--- src/rtl/cpu_pkg.sv ---
// Shared CPU constants, control-field widths and the D->E stage payload layout.
package cpu_pkg;

   localparam int unsigned XLEN  = 32;
   localparam int unsigned VLEN  = 128;
   localparam int unsigned RADDR = 6;

   localparam int unsigned RESULT_SOURCE_W  = 2;
   localparam int unsigned WIDTH_TYPE_W     = 3;
   localparam int unsigned ALU_OP_W         = 4;
   localparam int unsigned COND_CODE_W      = 3;
   localparam int unsigned REROUTING_CODE_W = 3;

   // Full decode/execute stage payload, one field per pipeline-register slice
   typedef struct packed {
      logic [XLEN-1:0]             instruction;
      logic                        write_scalar_reg;
      logic [RESULT_SOURCE_W-1:0]  result_source;
      logic [WIDTH_TYPE_W-1:0]     width_type;
      logic                        mem_write;
      logic [ALU_OP_W-1:0]         ALU_op;
      logic [COND_CODE_W-1:0]      cond_code;
      logic                        ALU_source;
      logic                        branch;
      logic                        jump;
      logic                        i_jump;
      logic                        PC_to_ALU;
      logic                        memory_transaction;
      logic                        write_vector_reg;
      logic                        select_operand_0_vector;
      logic                        select_operand_1_vector;
      logic                        rerouting_select;
      logic [REROUTING_CODE_W-1:0] rerouting_code;
      logic [RADDR-1:0]            rd;
      logic [RADDR-1:0]            r1;
      logic [RADDR-1:0]            r2;
      logic [XLEN-1:0]             scalar_reg_data_0;
      logic [XLEN-1:0]             scalar_reg_data_1;
      logic [VLEN-1:0]             vector_reg_data_0;
      logic [VLEN-1:0]             vector_reg_data_1;
      logic [XLEN-1:0]             immediate;
      logic [XLEN-1:0]             PC;
      logic [XLEN-1:0]             PC_plus_4;
   } de_fields_t;

endpackage

--- src/rtl/pipe_execute_vp_reg_if.sv ---
// Decode->execute stage bus: decode-side fields, execute-side fields and stall/flush controls.
interface pipe_execute_vp_reg_if;
   import cpu_pkg::*;

   logic                        sync_reset;
   logic                        enabler;

   logic [XLEN-1:0]             instruction_D,             instruction_E;
   logic                        write_scalar_reg_D,        write_scalar_reg_E;
   logic [RESULT_SOURCE_W-1:0]  result_source_D,           result_source_E;
   logic [WIDTH_TYPE_W-1:0]     width_type_D,              width_type_E;
   logic                        mem_write_D,               mem_write_E;
   logic [ALU_OP_W-1:0]         ALU_op_D,                  ALU_op_E;
   logic [COND_CODE_W-1:0]      cond_code_D,               cond_code_E;
   logic                        ALU_source_D,              ALU_source_E;
   logic                        branch_D,                  branch_E;
   logic                        jump_D,                    jump_E;
   logic                        i_jump_D,                  i_jump_E;
   logic                        PC_to_ALU_D,               PC_to_ALU_E;
   logic                        memory_transaction_D,      memory_transaction_E;
   logic                        write_vector_reg_D,        write_vector_reg_E;
   logic                        select_operand_0_vector_D, select_operand_0_vector_E;
   logic                        select_operand_1_vector_D, select_operand_1_vector_E;
   logic                        rerouting_select_D,        rerouting_select_E;
   logic [REROUTING_CODE_W-1:0] rerouting_code_D,          rerouting_code_E;
   logic [RADDR-1:0]            rd_D,                      rd_E;
   logic [RADDR-1:0]            r1_D,                      r1_E;
   logic [RADDR-1:0]            r2_D,                      r2_E;
   logic [XLEN-1:0]             scalar_reg_data_0_D,       scalar_reg_data_0_E;
   logic [XLEN-1:0]             scalar_reg_data_1_D,       scalar_reg_data_1_E;
   logic [VLEN-1:0]             vector_reg_data_0_D,       vector_reg_data_0_E;
   logic [VLEN-1:0]             vector_reg_data_1_D,       vector_reg_data_1_E;
   logic [XLEN-1:0]             immediate_D,               immediate_E;
   logic [XLEN-1:0]             PC_D,                      PC_E;
   logic [XLEN-1:0]             PC_plus_4_D,               PC_plus_4_E;

   // Decode stage / hazard unit side
   modport master (
      output sync_reset, enabler,
      output instruction_D, write_scalar_reg_D, result_source_D, width_type_D, mem_write_D,
             ALU_op_D, cond_code_D, ALU_source_D, branch_D, jump_D, i_jump_D, PC_to_ALU_D,
             memory_transaction_D, write_vector_reg_D, select_operand_0_vector_D,
             select_operand_1_vector_D, rerouting_select_D, rerouting_code_D, rd_D, r1_D, r2_D,
             scalar_reg_data_0_D, scalar_reg_data_1_D, vector_reg_data_0_D, vector_reg_data_1_D,
             immediate_D, PC_D, PC_plus_4_D,
      input  instruction_E, write_scalar_reg_E, result_source_E, width_type_E, mem_write_E,
             ALU_op_E, cond_code_E, ALU_source_E, branch_E, jump_E, i_jump_E, PC_to_ALU_E,
             memory_transaction_E, write_vector_reg_E, select_operand_0_vector_E,
             select_operand_1_vector_E, rerouting_select_E, rerouting_code_E, rd_E, r1_E, r2_E,
             scalar_reg_data_0_E, scalar_reg_data_1_E, vector_reg_data_0_E, vector_reg_data_1_E,
             immediate_E, PC_E, PC_plus_4_E
   );

   // Pipeline register side
   modport slave (
      input  sync_reset, enabler,
      input  instruction_D, write_scalar_reg_D, result_source_D, width_type_D, mem_write_D,
             ALU_op_D, cond_code_D, ALU_source_D, branch_D, jump_D, i_jump_D, PC_to_ALU_D,
             memory_transaction_D, write_vector_reg_D, select_operand_0_vector_D,
             select_operand_1_vector_D, rerouting_select_D, rerouting_code_D, rd_D, r1_D, r2_D,
             scalar_reg_data_0_D, scalar_reg_data_1_D, vector_reg_data_0_D, vector_reg_data_1_D,
             immediate_D, PC_D, PC_plus_4_D,
      output instruction_E, write_scalar_reg_E, result_source_E, width_type_E, mem_write_E,
             ALU_op_E, cond_code_E, ALU_source_E, branch_E, jump_E, i_jump_E, PC_to_ALU_E,
             memory_transaction_E, write_vector_reg_E, select_operand_0_vector_E,
             select_operand_1_vector_E, rerouting_select_E, rerouting_code_E, rd_E, r1_E, r2_E,
             scalar_reg_data_0_E, scalar_reg_data_1_E, vector_reg_data_0_E, vector_reg_data_1_E,
             immediate_E, PC_E, PC_plus_4_E
   );

endinterface

--- src/rtl/pipe_field_reg.sv ---
// One pipeline-register slice: async clear, then flush, then load-on-enable, else hold.
module pipe_field_reg #(
   parameter int unsigned WIDTH = 1
) (
   input  logic             clock,
   input  logic             async_reset,
   input  logic             sync_clear,
   input  logic             enable,
   input  logic [WIDTH-1:0] d,
   output logic [WIDTH-1:0] q
);

   // Flush wins over stall so a bubble can be inserted into a stalled stage
   always_ff @(posedge clock or posedge async_reset) begin
      if (async_reset)     q <= '0;
      else if (sync_clear) q <= '0;
      else if (enable)     q <= d;
   end

endmodule

--- src/rtl/pipe_execute_vp_reg.sv ---
// Decode->execute pipeline register; every field shares the same enable/flush so the stage moves as a unit.
module pipe_execute_vp_reg
   import cpu_pkg::*;
(
   input logic                   clock,
   input logic                   async_reset,
   pipe_execute_vp_reg_if.slave  bus
);

   pipe_field_reg #(.WIDTH(XLEN)) u_instruction (.clock, .async_reset, .sync_clear(bus.sync_reset), .enable(bus.enabler),
      .d(bus.instruction_D), .q(bus.instruction_E));
   pipe_field_reg #(.WIDTH(1)) u_write_scalar_reg (.clock, .async_reset, .sync_clear(bus.sync_reset), .enable(bus.enabler),
      .d(bus.write_scalar_reg_D), .q(bus.write_scalar_reg_E));
   pipe_field_reg #(.WIDTH(RESULT_SOURCE_W)) u_result_source (.clock, .async_reset, .sync_clear(bus.sync_reset), .enable(bus.enabler),
      .d(bus.result_source_D), .q(bus.result_source_E));
   pipe_field_reg #(.WIDTH(WIDTH_TYPE_W)) u_width_type (.clock, .async_reset, .sync_clear(bus.sync_reset), .enable(bus.enabler),
      .d(bus.width_type_D), .q(bus.width_type_E));
   pipe_field_reg #(.WIDTH(1)) u_mem_write (.clock, .async_reset, .sync_clear(bus.sync_reset), .enable(bus.enabler),
      .d(bus.mem_write_D), .q(bus.mem_write_E));
   pipe_field_reg #(.WIDTH(ALU_OP_W)) u_ALU_op (.clock, .async_reset, .sync_clear(bus.sync_reset), .enable(bus.enabler),
      .d(bus.ALU_op_D), .q(bus.ALU_op_E));
   pipe_field_reg #(.WIDTH(COND_CODE_W)) u_cond_code (.clock, .async_reset, .sync_clear(bus.sync_reset), .enable(bus.enabler),
      .d(bus.cond_code_D), .q(bus.cond_code_E));
   pipe_field_reg #(.WIDTH(1)) u_ALU_source (.clock, .async_reset, .sync_clear(bus.sync_reset), .enable(bus.enabler),
      .d(bus.ALU_source_D), .q(bus.ALU_source_E));
   pipe_field_reg #(.WIDTH(1)) u_branch (.clock, .async_reset, .sync_clear(bus.sync_reset), .enable(bus.enabler),
      .d(bus.branch_D), .q(bus.branch_E));
   pipe_field_reg #(.WIDTH(1)) u_jump (.clock, .async_reset, .sync_clear(bus.sync_reset), .enable(bus.enabler),
      .d(bus.jump_D), .q(bus.jump_E));
   pipe_field_reg #(.WIDTH(1)) u_i_jump (.clock, .async_reset, .sync_clear(bus.sync_reset), .enable(bus.enabler),
      .d(bus.i_jump_D), .q(bus.i_jump_E));
   pipe_field_reg #(.WIDTH(1)) u_PC_to_ALU (.clock, .async_reset, .sync_clear(bus.sync_reset), .enable(bus.enabler),
      .d(bus.PC_to_ALU_D), .q(bus.PC_to_ALU_E));
   pipe_field_reg #(.WIDTH(1)) u_memory_transaction (.clock, .async_reset, .sync_clear(bus.sync_reset), .enable(bus.enabler),
      .d(bus.memory_transaction_D), .q(bus.memory_transaction_E));

   // Vector-unit controls
   pipe_field_reg #(.WIDTH(1)) u_write_vector_reg (.clock, .async_reset, .sync_clear(bus.sync_reset), .enable(bus.enabler),
      .d(bus.write_vector_reg_D), .q(bus.write_vector_reg_E));
   pipe_field_reg #(.WIDTH(1)) u_select_operand_0_vector (.clock, .async_reset, .sync_clear(bus.sync_reset), .enable(bus.enabler),
      .d(bus.select_operand_0_vector_D), .q(bus.select_operand_0_vector_E));
   pipe_field_reg #(.WIDTH(1)) u_select_operand_1_vector (.clock, .async_reset, .sync_clear(bus.sync_reset), .enable(bus.enabler),
      .d(bus.select_operand_1_vector_D), .q(bus.select_operand_1_vector_E));
   pipe_field_reg #(.WIDTH(1)) u_rerouting_select (.clock, .async_reset, .sync_clear(bus.sync_reset), .enable(bus.enabler),
      .d(bus.rerouting_select_D), .q(bus.rerouting_select_E));
   pipe_field_reg #(.WIDTH(REROUTING_CODE_W)) u_rerouting_code (.clock, .async_reset, .sync_clear(bus.sync_reset), .enable(bus.enabler),
      .d(bus.rerouting_code_D), .q(bus.rerouting_code_E));

   pipe_field_reg #(.WIDTH(RADDR)) u_rd (.clock, .async_reset, .sync_clear(bus.sync_reset), .enable(bus.enabler),
      .d(bus.rd_D), .q(bus.rd_E));
   pipe_field_reg #(.WIDTH(RADDR)) u_r1 (.clock, .async_reset, .sync_clear(bus.sync_reset), .enable(bus.enabler),
      .d(bus.r1_D), .q(bus.r1_E));
   pipe_field_reg #(.WIDTH(RADDR)) u_r2 (.clock, .async_reset, .sync_clear(bus.sync_reset), .enable(bus.enabler),
      .d(bus.r2_D), .q(bus.r2_E));

   // Operand data
   pipe_field_reg #(.WIDTH(XLEN)) u_scalar_reg_data_0 (.clock, .async_reset, .sync_clear(bus.sync_reset), .enable(bus.enabler),
      .d(bus.scalar_reg_data_0_D), .q(bus.scalar_reg_data_0_E));
   pipe_field_reg #(.WIDTH(XLEN)) u_scalar_reg_data_1 (.clock, .async_reset, .sync_clear(bus.sync_reset), .enable(bus.enabler),
      .d(bus.scalar_reg_data_1_D), .q(bus.scalar_reg_data_1_E));
   pipe_field_reg #(.WIDTH(VLEN)) u_vector_reg_data_0 (.clock, .async_reset, .sync_clear(bus.sync_reset), .enable(bus.enabler),
      .d(bus.vector_reg_data_0_D), .q(bus.vector_reg_data_0_E));
   pipe_field_reg #(.WIDTH(VLEN)) u_vector_reg_data_1 (.clock, .async_reset, .sync_clear(bus.sync_reset), .enable(bus.enabler),
      .d(bus.vector_reg_data_1_D), .q(bus.vector_reg_data_1_E));
   pipe_field_reg #(.WIDTH(XLEN)) u_immediate (.clock, .async_reset, .sync_clear(bus.sync_reset), .enable(bus.enabler),
      .d(bus.immediate_D), .q(bus.immediate_E));
   pipe_field_reg #(.WIDTH(XLEN)) u_PC (.clock, .async_reset, .sync_clear(bus.sync_reset), .enable(bus.enabler),
      .d(bus.PC_D), .q(bus.PC_E));
   pipe_field_reg #(.WIDTH(XLEN)) u_PC_plus_4 (.clock, .async_reset, .sync_clear(bus.sync_reset), .enable(bus.enabler),
      .d(bus.PC_plus_4_D), .q(bus.PC_plus_4_E));

endmodule

--- src/flat_wrapper.sv ---
// flat-port wrapper written by rule: the top's interface ports become plain ports
module pipe_execute_vp_reg_flat import cpu_pkg::*;
  (clock, async_reset, bus_sync_reset, bus_enabler, bus_instruction_D, bus_write_scalar_reg_D, bus_result_source_D, bus_width_type_D, bus_mem_write_D, bus_ALU_op_D, bus_cond_code_D, bus_ALU_source_D, bus_branch_D, bus_jump_D, bus_i_jump_D, bus_PC_to_ALU_D, bus_memory_transaction_D, bus_write_vector_reg_D, bus_select_operand_0_vector_D, bus_select_operand_1_vector_D, bus_rerouting_select_D, bus_rerouting_code_D, bus_rd_D, bus_r1_D, bus_r2_D, bus_scalar_reg_data_0_D, bus_scalar_reg_data_1_D, bus_vector_reg_data_0_D, bus_vector_reg_data_1_D, bus_immediate_D, bus_PC_D, bus_PC_plus_4_D, bus_instruction_E, bus_write_scalar_reg_E, bus_result_source_E, bus_width_type_E, bus_mem_write_E, bus_ALU_op_E, bus_cond_code_E, bus_ALU_source_E, bus_branch_E, bus_jump_E, bus_i_jump_E, bus_PC_to_ALU_E, bus_memory_transaction_E, bus_write_vector_reg_E, bus_select_operand_0_vector_E, bus_select_operand_1_vector_E, bus_rerouting_select_E, bus_rerouting_code_E, bus_rd_E, bus_r1_E, bus_r2_E, bus_scalar_reg_data_0_E, bus_scalar_reg_data_1_E, bus_vector_reg_data_0_E, bus_vector_reg_data_1_E, bus_immediate_E, bus_PC_E, bus_PC_plus_4_E);
  pipe_execute_vp_reg_if bus_i ();
  input logic clock;
  input logic async_reset;
  input wire logic [$bits(bus_i.sync_reset)-1:0] bus_sync_reset;
  input wire logic [$bits(bus_i.enabler)-1:0] bus_enabler;
  input wire logic [$bits(bus_i.instruction_D)-1:0] bus_instruction_D;
  input wire logic [$bits(bus_i.write_scalar_reg_D)-1:0] bus_write_scalar_reg_D;
  input wire logic [$bits(bus_i.result_source_D)-1:0] bus_result_source_D;
  input wire logic [$bits(bus_i.width_type_D)-1:0] bus_width_type_D;
  input wire logic [$bits(bus_i.mem_write_D)-1:0] bus_mem_write_D;
  input wire logic [$bits(bus_i.ALU_op_D)-1:0] bus_ALU_op_D;
  input wire logic [$bits(bus_i.cond_code_D)-1:0] bus_cond_code_D;
  input wire logic [$bits(bus_i.ALU_source_D)-1:0] bus_ALU_source_D;
  input wire logic [$bits(bus_i.branch_D)-1:0] bus_branch_D;
  input wire logic [$bits(bus_i.jump_D)-1:0] bus_jump_D;
  input wire logic [$bits(bus_i.i_jump_D)-1:0] bus_i_jump_D;
  input wire logic [$bits(bus_i.PC_to_ALU_D)-1:0] bus_PC_to_ALU_D;
  input wire logic [$bits(bus_i.memory_transaction_D)-1:0] bus_memory_transaction_D;
  input wire logic [$bits(bus_i.write_vector_reg_D)-1:0] bus_write_vector_reg_D;
  input wire logic [$bits(bus_i.select_operand_0_vector_D)-1:0] bus_select_operand_0_vector_D;
  input wire logic [$bits(bus_i.select_operand_1_vector_D)-1:0] bus_select_operand_1_vector_D;
  input wire logic [$bits(bus_i.rerouting_select_D)-1:0] bus_rerouting_select_D;
  input wire logic [$bits(bus_i.rerouting_code_D)-1:0] bus_rerouting_code_D;
  input wire logic [$bits(bus_i.rd_D)-1:0] bus_rd_D;
  input wire logic [$bits(bus_i.r1_D)-1:0] bus_r1_D;
  input wire logic [$bits(bus_i.r2_D)-1:0] bus_r2_D;
  input wire logic [$bits(bus_i.scalar_reg_data_0_D)-1:0] bus_scalar_reg_data_0_D;
  input wire logic [$bits(bus_i.scalar_reg_data_1_D)-1:0] bus_scalar_reg_data_1_D;
  input wire logic [$bits(bus_i.vector_reg_data_0_D)-1:0] bus_vector_reg_data_0_D;
  input wire logic [$bits(bus_i.vector_reg_data_1_D)-1:0] bus_vector_reg_data_1_D;
  input wire logic [$bits(bus_i.immediate_D)-1:0] bus_immediate_D;
  input wire logic [$bits(bus_i.PC_D)-1:0] bus_PC_D;
  input wire logic [$bits(bus_i.PC_plus_4_D)-1:0] bus_PC_plus_4_D;
  output wire logic [$bits(bus_i.instruction_E)-1:0] bus_instruction_E;
  output wire logic [$bits(bus_i.write_scalar_reg_E)-1:0] bus_write_scalar_reg_E;
  output wire logic [$bits(bus_i.result_source_E)-1:0] bus_result_source_E;
  output wire logic [$bits(bus_i.width_type_E)-1:0] bus_width_type_E;
  output wire logic [$bits(bus_i.mem_write_E)-1:0] bus_mem_write_E;
  output wire logic [$bits(bus_i.ALU_op_E)-1:0] bus_ALU_op_E;
  output wire logic [$bits(bus_i.cond_code_E)-1:0] bus_cond_code_E;
  output wire logic [$bits(bus_i.ALU_source_E)-1:0] bus_ALU_source_E;
  output wire logic [$bits(bus_i.branch_E)-1:0] bus_branch_E;
  output wire logic [$bits(bus_i.jump_E)-1:0] bus_jump_E;
  output wire logic [$bits(bus_i.i_jump_E)-1:0] bus_i_jump_E;
  output wire logic [$bits(bus_i.PC_to_ALU_E)-1:0] bus_PC_to_ALU_E;
  output wire logic [$bits(bus_i.memory_transaction_E)-1:0] bus_memory_transaction_E;
  output wire logic [$bits(bus_i.write_vector_reg_E)-1:0] bus_write_vector_reg_E;
  output wire logic [$bits(bus_i.select_operand_0_vector_E)-1:0] bus_select_operand_0_vector_E;
  output wire logic [$bits(bus_i.select_operand_1_vector_E)-1:0] bus_select_operand_1_vector_E;
  output wire logic [$bits(bus_i.rerouting_select_E)-1:0] bus_rerouting_select_E;
  output wire logic [$bits(bus_i.rerouting_code_E)-1:0] bus_rerouting_code_E;
  output wire logic [$bits(bus_i.rd_E)-1:0] bus_rd_E;
  output wire logic [$bits(bus_i.r1_E)-1:0] bus_r1_E;
  output wire logic [$bits(bus_i.r2_E)-1:0] bus_r2_E;
  output wire logic [$bits(bus_i.scalar_reg_data_0_E)-1:0] bus_scalar_reg_data_0_E;
  output wire logic [$bits(bus_i.scalar_reg_data_1_E)-1:0] bus_scalar_reg_data_1_E;
  output wire logic [$bits(bus_i.vector_reg_data_0_E)-1:0] bus_vector_reg_data_0_E;
  output wire logic [$bits(bus_i.vector_reg_data_1_E)-1:0] bus_vector_reg_data_1_E;
  output wire logic [$bits(bus_i.immediate_E)-1:0] bus_immediate_E;
  output wire logic [$bits(bus_i.PC_E)-1:0] bus_PC_E;
  output wire logic [$bits(bus_i.PC_plus_4_E)-1:0] bus_PC_plus_4_E;
  assign bus_i.sync_reset = bus_sync_reset;
  assign bus_i.enabler = bus_enabler;
  assign bus_i.instruction_D = bus_instruction_D;
  assign bus_i.write_scalar_reg_D = bus_write_scalar_reg_D;
  assign bus_i.result_source_D = bus_result_source_D;
  assign bus_i.width_type_D = bus_width_type_D;
  assign bus_i.mem_write_D = bus_mem_write_D;
  assign bus_i.ALU_op_D = bus_ALU_op_D;
  assign bus_i.cond_code_D = bus_cond_code_D;
  assign bus_i.ALU_source_D = bus_ALU_source_D;
  assign bus_i.branch_D = bus_branch_D;
  assign bus_i.jump_D = bus_jump_D;
  assign bus_i.i_jump_D = bus_i_jump_D;
  assign bus_i.PC_to_ALU_D = bus_PC_to_ALU_D;
  assign bus_i.memory_transaction_D = bus_memory_transaction_D;
  assign bus_i.write_vector_reg_D = bus_write_vector_reg_D;
  assign bus_i.select_operand_0_vector_D = bus_select_operand_0_vector_D;
  assign bus_i.select_operand_1_vector_D = bus_select_operand_1_vector_D;
  assign bus_i.rerouting_select_D = bus_rerouting_select_D;
  assign bus_i.rerouting_code_D = bus_rerouting_code_D;
  assign bus_i.rd_D = bus_rd_D;
  assign bus_i.r1_D = bus_r1_D;
  assign bus_i.r2_D = bus_r2_D;
  assign bus_i.scalar_reg_data_0_D = bus_scalar_reg_data_0_D;
  assign bus_i.scalar_reg_data_1_D = bus_scalar_reg_data_1_D;
  assign bus_i.vector_reg_data_0_D = bus_vector_reg_data_0_D;
  assign bus_i.vector_reg_data_1_D = bus_vector_reg_data_1_D;
  assign bus_i.immediate_D = bus_immediate_D;
  assign bus_i.PC_D = bus_PC_D;
  assign bus_i.PC_plus_4_D = bus_PC_plus_4_D;
  assign bus_instruction_E = bus_i.instruction_E;
  assign bus_write_scalar_reg_E = bus_i.write_scalar_reg_E;
  assign bus_result_source_E = bus_i.result_source_E;
  assign bus_width_type_E = bus_i.width_type_E;
  assign bus_mem_write_E = bus_i.mem_write_E;
  assign bus_ALU_op_E = bus_i.ALU_op_E;
  assign bus_cond_code_E = bus_i.cond_code_E;
  assign bus_ALU_source_E = bus_i.ALU_source_E;
  assign bus_branch_E = bus_i.branch_E;
  assign bus_jump_E = bus_i.jump_E;
  assign bus_i_jump_E = bus_i.i_jump_E;
  assign bus_PC_to_ALU_E = bus_i.PC_to_ALU_E;
  assign bus_memory_transaction_E = bus_i.memory_transaction_E;
  assign bus_write_vector_reg_E = bus_i.write_vector_reg_E;
  assign bus_select_operand_0_vector_E = bus_i.select_operand_0_vector_E;
  assign bus_select_operand_1_vector_E = bus_i.select_operand_1_vector_E;
  assign bus_rerouting_select_E = bus_i.rerouting_select_E;
  assign bus_rerouting_code_E = bus_i.rerouting_code_E;
  assign bus_rd_E = bus_i.rd_E;
  assign bus_r1_E = bus_i.r1_E;
  assign bus_r2_E = bus_i.r2_E;
  assign bus_scalar_reg_data_0_E = bus_i.scalar_reg_data_0_E;
  assign bus_scalar_reg_data_1_E = bus_i.scalar_reg_data_1_E;
  assign bus_vector_reg_data_0_E = bus_i.vector_reg_data_0_E;
  assign bus_vector_reg_data_1_E = bus_i.vector_reg_data_1_E;
  assign bus_immediate_E = bus_i.immediate_E;
  assign bus_PC_E = bus_i.PC_E;
  assign bus_PC_plus_4_E = bus_i.PC_plus_4_E;
  pipe_execute_vp_reg u_core (.clock(clock), .async_reset(async_reset), .bus(bus_i));
endmodule
--- config.mk ---
export PLATFORM = sky130hd
export DESIGN_NAME = pipe_execute_vp_reg_flat
export DESIGN_NICKNAME = d
export VERILOG_FILES = /design/src/rtl/cpu_pkg.sv /design/src/rtl/pipe_execute_vp_reg_if.sv /design/src/rtl/pipe_field_reg.sv /design/src/rtl/pipe_execute_vp_reg.sv /design/src/flat_wrapper.sv
export SDC_FILE = /design/constraint.sdc
export NUM_CORES = 1
export LEC_CHECK = 0
export ABC_CLOCK_PERIOD_IN_PS = 30300
export CAP_MARGIN = 40
export CORE_AREA = 2 2 381 383
export DETAILED_ROUTE_END_ITERATION = 10
export DIE_AREA = 0 0 383 385
export PLACE_DENSITY = 0.34
export SYNTH_ARGS = -nofsm -noshare
export SYNTH_HDL_FRONTEND = slang
export SYNTH_SLANG_ARGS = --single-unit
--- constraint.sdc ---
create_clock -name clock -period 30.3 [get_ports clock]
set_clock_uncertainty 0.1 [all_clocks]
set_input_delay 7.575 -clock clock [delete_from_list [all_inputs] [get_ports clock]]
set_output_delay 7.575 -clock clock [all_outputs]
set_load 0.02 [all_outputs]
==> impl_metrics.json <==
{
  "rows": 139,
  "htreeDepth": 3,
  "cts-resized-gates": 0,
  "io_buffers": 989,
  "fillers": 15130,
  "avgSynthCellArea_um2": 12.8,
  "hold_end": "u_core.u_vector_reg_data_0.q[92]",
  "synth_area_um2": 20400,
  "maxSlewHeadroom_pct": 26.2,
  "hold_violations": 0,
  "setup_viol": 0,
  "min_path_cells": 2,
  "arrival_ps": 11380,
  "min_path_type": "register to register",
  "globalplace.congestion": 0.773,
  "die-area_um2": 147000,
  "worst_slew_pin_slew_ps": 1110,
  "crit_path_max_incr_delay_ps": 710,
  "vias_per_cell": 3.46,
  "layout-drive-gt1-share_pct": 5.16,
  "crit_required_ps": 30850,
  "dp_hpwl_um": 66500,
  "via_count": 15639,
  "core_area_um2": 143000,
  "timing.rr.end": "u_core.u_PC_plus_4.q[23]",
  "die_h_um": 385,
  "worst-path-buf-inv": 7,
  "post_drt_wl_per_cell_um": 19.4,
  "final_cell_mix": "clkdlybuf4s50_1, nor2_1, mux2i_1, dfrtp_1, clkbuf_16",
  "fmax_mhz": 92.3,
  "leakage_nw": 15.4,
  "post_cts_buffers": 0,
  "nets": 3061,
  "rrSetupSlack_ps": 29400,
  "fin_util_pct": 23.8,
  "drtPass1Iterations": 4,
  "cts_tree": "yes",
  "grt_first_pass_wirelength_um": 125000,
  "start_util_pct": 14.3,
  "cp-start-kind": "input port",
  "final_common_cell": "clkdlybuf4s50_1",
  "hp-start": "u_core.u_vector_reg_data_0.q[92]",
  "die_w_um": 383,
  "peakVddDrop_mv": 0.0335,
  "antenna_found_initial": 33,
  "path_delay_family": "buffers and inverters",
  "rsz0062_at_grt": "no",
  "cp_slowest_cell": "buf_4",
  "critPathKind": "input port to asynchronous set/reset pin",
  "power.density_nw_per_um2": 54.1,
  "drt_iter0_drc": 513,
  "hold_buffers": 0,
  "grt_pass1_vias": 17117,
  "syn_inst": 1590,
  "crit_path_frequent_cell": "buf_4",
  "outcome": "finished, final reports clean",
  "drc": 0,
  "grt_usage_pct": 11.5,
  "syn_to_final_growth_pct": 66.9,
  "min_period_ps": 10830,
  "final_design_area_no_fill_um2": 34100,
  "slew_violations": 0,
  "post-route-period-util_pct": 35.8,
  "synth_cell_type_count": 10,
  "finalSetupTns_ps": 0,
  "synth_warnings": 0,
  "whs_ps": 415,
  "clockBufferDepth": 3,
  "rr_worst_depth": 2,
  "grt_overflow": 0,
  "grt_max_degree": 129,
  "crit_chain": "clkdlybuf4s50_1 > inv_8 > buf_4 > buf_16 > buf_4 > buf_4 > buf_4",
  "cts_inserted_buffers": 68,
  "dp.cells": 4397,
  "ys_seq_area_share_pct": 60.4,
  "placed_area_um2": 31800,
  "synth_seq_cells": 493,
  "layout.cells.non_filler": 4526,
  "critical_path.max_fanout": 96,
  "clk_pin_slew_ps": 50,
  "wirelength_um": 88000,
  "cts-root-buf": "clkbuf_16",
  "postRouteAntennaNets": 0,
  "r2r-start": "u_core.u_PC_plus_4.q[23]",
  "drv_cap": 0,
  "io_pins": 990,
  "clock-sinks": 493,
  "clock_latency_ps": 620,
  "synth_fp_nets": 2087,
  "critPathCaptureType": "asynchronous set/reset pin"
}
how the worst max path moves through the flow:
| stage | from | to | slack [ps] | cells past startpoint |
|---|---|---|---|---|
| 6_report | async_reset | u_core.u_vector_reg_data_1.q[18] | 19470 | 7 |
| 5_1_grt | async_reset | u_core.u_vector_reg_data_1.q[17] | 18860 | 7 |
| 4_1_cts | async_reset | u_core.u_vector_reg_data_1.q[102] | 19260 | 7 |
| 3_5_place_dp | async_reset | u_core.u_PC_plus_4.q[16] | 18540 | 7 |
| 3_3_place_gp | async_reset | u_core.u_PC_plus_4.q[14] | 18290 | 6 |
| 2_1_floorplan | async_reset | u_core.u_ALU_op.q[0] | 8860 | 1 |
per-layer routing:
metal	wire length (um)	vias to the layer above	global-route usage, %	share of wire [%]
li1	-	7256	-	-
met4	2170	48	3.90	2.5
met2	45900	580	20.7	52
met1	30800	7605	11.7	35
met3	8870	150	5.40	10
met5	299	-	0	0.34
worst min-delay path, cell delays in order (launching register included):
cell and delay [ps]:
dfrtp_1 330, mux2i_1 70, nor2_1 80
synth_stat cells, drive strengths merged:
master | count | share of area [%]
mux2i | 493 | 24
buf | 79 | 5.7
inv | 1 | 0.018
dfrtp | 493 | 60
clkbuf | 31 | 0.57
nor2 | 493 | 9.1
through the flow:
step	worst slack, ps	power, mW
global placement	18290	1.04
detailed placement	18540	1.05
floorplan	8860	0.874
CTS	19260	1.89
global route	18860	1.94
finish	19470	1.84
cell type report:
| type | count | area [um^2] | area share [%] |
|---|---|---|---|
| Tap cell | 1903 | 2380 | 6.99 |
| Multi-Input combinational cell | 986 | 6790 | 19.9 |
| Timing Repair Buffer | 1014 | 10300 | 30.2 |
| Inverter | 1 | 11.3 | 0.0331 |
| Antenna cell | 6 | 15.0 | 0.0441 |
| Clock buffer | 102 | 2030 | 5.96 |
| Clock inverter | 21 | 231 | 0.679 |
| Sequential cell | 493 | 12300 | 36.2 |
report_power, final:
part	total (mW)	leakage [nW]	switching, mW	internal [mW]
clock network	0.813	1.12	0.322	0.490
logic	0.312	7.71	0.152	0.160
registers	0.718	6.54	0.0219	0.696
total	1.84	15.4	0.496	1.35
kinds of logic (layout without fill, tap and decap cells):
logic type,count (synthesis),count (layout),share of synthesized area [%]
flops,493,493,60.4
other cells,0,6,0
simple gates,493,493,9.06
buf+inv,111,1138,6.33
mux,493,493,24.2
registers in the layout, indices dropped and copies added (netlist names), 2 cells and up:
register                      flops
u_core.u_vector_reg_data_0.q    128
u_core.u_vector_reg_data_1.q    128
u_core.u_PC.q                    32
u_core.u_PC_plus_4.q             32
u_core.u_immediate.q             32
u_core.u_instruction.q           32
u_core.u_scalar_reg_data_0.q     32
u_core.u_scalar_reg_data_1.q     32
u_core.u_r1.q                     6
u_core.u_r2.q                     6
u_core.u_rd.q                     6
u_core.u_ALU_op.q                 4
u_core.u_cond_code.q              3
u_core.u_rerouting_code.q         3
u_core.u_width_type.q             3
u_core.u_result_source.q          2
No activity file was read; power rests on OpenSTA's default activity.
